===== config.mk =====
export PLATFORM = sky130hd
export DESIGN_NAME = serial_tx
export DESIGN_NICKNAME = d
export VERILOG_FILES = /design/src/rtl/serial_pkg.sv /design/src/rtl/serial_bit_timer.sv /design/src/rtl/serial_tx.sv
export SDC_FILE = /design/constraint.sdc
export NUM_CORES = 1
export LEC_CHECK = 0
export ABC_AREA = 1
export BUFFER_PORTS_ARGS = -buffer_cell sky130_fd_sc_hd__clkbuf_2
export CAP_MARGIN = 30
export CORE_MARGIN = 3
export CORE_UTILIZATION = 45
export DETAILED_ROUTE_END_ITERATION = 8
export PLACE_DENSITY = 0.75
export SLEW_MARGIN = 10
export SYNTH_ARGS = -nofsm -noshare
export SYNTH_HDL_FRONTEND = slang
export SYNTH_SLANG_ARGS = --single-unit

===== constraint.sdc =====
create_clock -name clk -period 1.8 [get_ports clk]
set_input_delay 0.18 -clock clk [delete_from_list [all_inputs] [get_ports clk]]
set_output_delay 0.18 -clock clk [all_outputs]
set_load 0.05 [all_outputs]

===== src/rtl/serial_pkg.sv =====
// Shared definitions for the serial link (transmitter now, receiver later).
//   tx_state_t  : transmitter frame-sequencing states
//   LINE_IDLE   : level of the line between frames (also the stop-bit level)
//   START_LEVEL : level of the start bit that opens every frame
package serial_pkg;

   typedef enum logic [2:0] {
      IDLE,
      START,
      DATA,
      PARITY,
      STOP
   } tx_state_t;

   localparam logic LINE_IDLE   = 1'b1;
   localparam logic START_LEVEL = 1'b0;

endpackage


===== src/rtl/serial_bit_timer.sv =====
// Bit-period timer for the serial link.
// Counts clk cycles 0..CLKS_PER_BIT-1 and wraps on each bit boundary.
//   clk           : system clock
//   reset         : asynchronous active-low reset
//   restart       : force the count back to 0 (holds it there while asserted)
//   bit_done      : high during the last cycle of each bit period
//   bit_done_next : high when the coming cycle will be the last of a bit period;
//                   lets the owner of registered outputs look one cycle ahead
module serial_bit_timer #(
   parameter int unsigned CLKS_PER_BIT = 4
) (
   input  logic clk,
   input  logic reset,
   input  logic restart,
   output logic bit_done,
   output logic bit_done_next
);

   localparam int unsigned CW = (CLKS_PER_BIT > 1) ? $clog2(CLKS_PER_BIT) : 1;
   localparam logic [CW-1:0] LAST = CW'(CLKS_PER_BIT - 1);

   logic [CW-1:0] cnt_q, cnt_d;

   assign bit_done = (cnt_q == LAST);

   always_comb begin
      cnt_d = cnt_q + 1'b1;
      if (restart || bit_done) begin
         cnt_d = '0;
      end
   end

   assign bit_done_next = (cnt_d == LAST);

   always_ff @(posedge clk or negedge reset) begin
      if (!reset) begin
         cnt_q <= '0;
      end else begin
         cnt_q <= cnt_d;
      end
   end

endmodule


===== src/rtl/serial_tx.sv =====
// Framed serial transmitter: start bit, data LSB-first, optional even parity,
// one or two stop bits. Parallel word enters through a valid/ready handshake.
//   clk      : system clock
//   reset    : asynchronous active-low reset; line returns high at once
//   tx_data  : word to send, sampled on acceptance (tx_valid && tx_ready)
//   tx_valid : source holds a word
//   tx_ready : a word can be accepted this cycle (idle or final stop cycle)
//   tx_out   : serial line, idle high
//   busy     : frame in progress
// All outputs are registered; their next values are derived from the next state.
module serial_tx
   import serial_pkg::*;
#(
   parameter int unsigned DATA_W       = 8,
   parameter int unsigned CLKS_PER_BIT = 4,
   parameter int unsigned PARITY_EN    = 0,
   parameter int unsigned STOP_BITS    = 1
) (
   input  logic              clk,
   input  logic              reset,
   input  logic [DATA_W-1:0] tx_data,
   input  logic              tx_valid,
   output logic              tx_ready,
   output logic              tx_out,
   output logic              busy
);

   localparam int unsigned BW = $clog2(DATA_W + 1);
   localparam logic [BW-1:0] LAST_BIT  = BW'(DATA_W - 1);
   localparam logic [BW-1:0] LAST_STOP = BW'(STOP_BITS - 1);

   tx_state_t         state_q, state_d;
   logic [DATA_W-1:0] shift_q, shift_d;
   logic              parity_q, parity_d;
   // Counts data bits, and is reused to count stop bits.
   logic [BW-1:0]     bit_cnt_q, bit_cnt_d;
   logic              tx_out_q, tx_out_d;
   logic              tx_ready_q, tx_ready_d;
   logic              busy_q, busy_d;

   logic accept;
   logic restart;
   logic bit_done;
   logic bit_done_next;

   assign accept  = tx_valid && tx_ready_q;
   // Hold the timer at 0 while idle so every frame starts on a fresh bit period.
   assign restart = (state_q == IDLE) || accept;

   serial_bit_timer #(
      .CLKS_PER_BIT(CLKS_PER_BIT)
   ) u_timer (
      .clk          (clk),
      .reset        (reset),
      .restart      (restart),
      .bit_done     (bit_done),
      .bit_done_next(bit_done_next)
   );

   // State register and datapath registers.
   always_ff @(posedge clk or negedge reset) begin
      if (!reset) begin
         state_q    <= IDLE;
         shift_q    <= '0;
         parity_q   <= 1'b0;
         bit_cnt_q  <= '0;
         tx_out_q   <= LINE_IDLE;
         tx_ready_q <= 1'b0;
         busy_q     <= 1'b0;
      end else begin
         state_q    <= state_d;
         shift_q    <= shift_d;
         parity_q   <= parity_d;
         bit_cnt_q  <= bit_cnt_d;
         tx_out_q   <= tx_out_d;
         tx_ready_q <= tx_ready_d;
         busy_q     <= busy_d;
      end
   end

   // Next-state logic.
   always_comb begin
      state_d   = state_q;
      shift_d   = shift_q;
      parity_d  = parity_q;
      bit_cnt_d = bit_cnt_q;
      unique case (state_q)
         IDLE: begin
            if (accept) begin
               state_d  = START;
               shift_d  = tx_data;
               parity_d = ^tx_data;
            end
         end
         START: begin
            if (bit_done) begin
               state_d   = DATA;
               bit_cnt_d = '0;
            end
         end
         DATA: begin
            if (bit_done) begin
               shift_d = shift_q >> 1;
               if (bit_cnt_q == LAST_BIT) begin
                  bit_cnt_d = '0;
                  state_d   = (PARITY_EN != 0) ? PARITY : STOP;
               end else begin
                  bit_cnt_d = bit_cnt_q + 1'b1;
               end
            end
         end
         PARITY: begin
            if (bit_done) begin
               state_d   = STOP;
               bit_cnt_d = '0;
            end
         end
         STOP: begin
            if (bit_done) begin
               if (bit_cnt_q == LAST_STOP) begin
                  // tx_ready is only high on this cycle, so accept means back-to-back.
                  if (accept) begin
                     state_d  = START;
                     shift_d  = tx_data;
                     parity_d = ^tx_data;
                  end else begin
                     state_d = IDLE;
                  end
               end else begin
                  bit_cnt_d = bit_cnt_q + 1'b1;
               end
            end
         end
         default: state_d = IDLE;
      endcase
   end

   // Output logic, evaluated on the next state so the registered outputs
   // line up with the state they describe.
   always_comb begin
      tx_out_d   = LINE_IDLE;
      tx_ready_d = 1'b0;
      busy_d     = 1'b1;
      unique case (state_d)
         IDLE: begin
            tx_ready_d = 1'b1;
            busy_d     = 1'b0;
         end
         START:  tx_out_d = START_LEVEL;
         DATA:   tx_out_d = shift_d[0];
         PARITY: tx_out_d = parity_d;
         STOP: begin
            tx_out_d   = LINE_IDLE;
            tx_ready_d = (bit_cnt_d == LAST_STOP) && bit_done_next;
         end
         default: begin
            tx_ready_d = 1'b1;
            busy_d     = 1'b0;
         end
      endcase
   end

   assign tx_out   = tx_out_q;
   assign tx_ready = tx_ready_q;
   assign busy     = busy_q;

endmodule


==> flow_summary.ini <==
[status]
status = finished clean

[clock_tree]
tritoncts_num_sinks = 21
cts_max_level = 1
clock_tree_from_tritoncts = done
clk_path_buf_depth = 2
tritoncts.num_buffers = 3
clock_tree.root_cell = clkbuf_4
clkSlewWorstSetupHoldPaths_ns = 0.12
insertion_delay_ns = 0.32

[die]
io_pins = 14
die_width_um = 61.05
num_rows = 19
die_y_um = 61.05
design.die.area_mm2 = 0.003727
placeableCoreArea_mm2 = 0.002829
floorplan.initialDensity = 0.4821

[yosys]
synth.yosys.seq_area_share = 0.3862
synth_cell_type_count = 28
yosys_warning_total = 0
synth_top_area_frac = 0.3670
synth-seq-cells = 21
post_synth.cell_area_avg_um2 = 7.103
netlist_area_mm2 = 0.001364
syn-instance-count = 192
synth_nets = 206
synth_area_leaders = dfrtp_1 37%, nand2_1 17%, inv_1 6.9%
yosysTopAreaCell = dfrtp_1

[finish]
nNetsFinal = 228
insertedDiodeCount = 0
postLayoutCellArea_mm2 = 0.001546
layout-drive-gt1-share = 0.2113
final_cell_count_no_fill = 244
synthToLayoutAreaGrowth_pct = 13.39

[routing]
average_wire_per_standard_cell_um = 11.04
first_iter_violations = 40
final_wl_um = 2694
num_vias = 1204
drc = 0
firstDrtPassIters = 4
viasPerCell = 4.934
ant_nets = 0

[setup_path]
data_arrival_critical_path_ns = 1.88
worst_path_most_repeated_cell = nand2_1
path_cells = nor2_4, nand2_1, nor2_1, inv_1, o21ai_2, nand3_1, o21ai_1, nor2_1, nand2_1, nand2_1
critical_path.slowest_cell = dfrtp_1
worst-endpoint-required_ns = 2.02
worstSetupStartpointType = register
cpPeakStageDelay_ns = 0.48
r2r_slack_ns = 0.14
end_kind = register
worst-setup-path-type = register to register
worst-path-max-fanout = 6

[global_routing]
grt_start_max_net_pins = 22
global_route_wire_length_before_repair_um = 4754
global_route.usage.total = 0.1705
via_count_of_the_first_global_routing_pass = 1099
gr-total-overflow = 0
grt_antenna_before_repair = 0

[placement]
dp.final_hpwl_um = 2127
count_of_buffers_inserted_at_the_top_level_ports = 13
placedInstanceArea_mm2 = 0.001485
placement_setup_slack_ns = 0.07935
gp_weighted_congestion = 0.9409
dp_cells = 238

[timing]
hold_violations = 0
slew_headroom = 0.6547
fmax_mhz = 602.3
hold_ws_ns = 0.1269
worst_slack_ns = 0.1397
max_slew.worst_pin.slew_ns = 0.5179
clock-skew-final_ns = 0.006804
final-setup-viol-count = 0
slew_violations = 0
final_critical_path_share_of_the_clock_period = 0.9224
finalCriticalPeriod_ns = 1.660

[pwr]
vdd_ir_drop_max_mv = 0.7948
cellLeakagePower_uw = 0.0008120
powerDensity_mw_per_mm2 = 1310

[run]
maxCapViolations = 0

[hold_path]
timing.hold.worst.class = input port to register
==> metal layers <==
layer  track usage  wire [um]  vias to the layer above
met3       0.03774         73                        6
met1        0.2457       1377                      536
met2        0.2538       1201                       14
met4       0.05573         42                        0
met5             0          0                        -
li1              -          -                      648
==> sequential cells by signal, indices dropped and copies added (netlist names) <==
name and cells:
bit_cnt_q 4, busy 1, parity_q 1, shift_q 8, state_q 3, tx_out 1, tx_ready 1, u_timer.cnt_q 2
==> stage by stage <==
stage / util / TNS (ns) / total power, uW
global placement: 0.5250 / 0 / 1737
CTS: 0.5391 / 0 / 1990
floorplan: - / 0 / 1497
global route: 0.5467 / -0.005173 / 2222
detailed placement: 0.5250 / 0 / 1739
finish: 0.5467 / 0 / 2027
==> logic make-up (layout without fill, tap and decap cells) <==
group	Yosys count	in the layout	share of synthesized area
compound gates	22	22	0.1027
xor+xnor	6	6	0.03854
fa+ha+maj	3	3	0.02753
buf+inv	30	51	0.08348
flops	21	21	0.3862
simple gates	110	110	0.3615
==> synthesized netlist by cell type (all sizes together) <==
cell,number
xor2,3
xnor2,3
nor3,3
a2bb2oi,1
nand4,1
nand2,68
dfstp,1
o41ai,1
o21ai,8
ha,3
inv,29
dfrtp,20
nand3b,2
a21oi,6
o211ai,6
nand3,13
or2,1
nor2,21
and2,1
buf,1
==> report_power, final <==
group | switching, uW | internal (uW) | leakage (uW)
Combinational | 672 | 358 | 0.000527
Sequential | 107 | 645 | 0.000271
Clock | 159 | 85.2 | 0.0000139
==> critical path: cells and delay by family, from the launching register on <==
kind	cells	cell delay (ns)
simple gates	7	0.79
flops	1	0.48
buf+inv	1	0.08
compound gates	2	0.22
==> layout make-up <==
class / instances / area, um2
clock inverter: 1 / 7.507
multi-input combinational: 141 / 737.0
tap: 31 / 38.79
inverter: 29 / 108.9
sequential: 21 / 526.8
clock buffer: 3 / 22.52
timing repair buffer: 18 / 105.1
fill: 267 / 1282
==> final timing paths <==
check | to | cells after the start | start
worst min-delay path | shift_q[1] | 3 | tx_data[1]
worst max-delay path | tx_ready | 10 | state_q[1]
max in group asynchronous | tx_out | 2 | reset
worst max register to register | tx_ready | 10 | state_q[1]
worst min register to register | u_timer.cnt_q[0] | 1 | u_timer.cnt_q[0]
min in group asynchronous | shift_q[0] | 2 | reset
==> cells in the final DEF, fill, tap and decap left out, types with 4 or more instances in the layout <==
cell,n
nor2_1,17
a21oi_1,5
buf_4,4
inv_1,23
clkbuf_2,13
nand2_2,6
nand2_1,62
inv_2,6
dfrtp_1,20
nand3_1,11
o211ai_1,6
==> what timing repair did <==
item	4_1_cts	5_1_grt
hold buffers	1	0
resized for setup	0	5
buffers inserted	0	1
hold endpoints to repair	20	0
endpoints found under the setup margin	0	7
No activity file was read; power rests on OpenSTA's default activity.
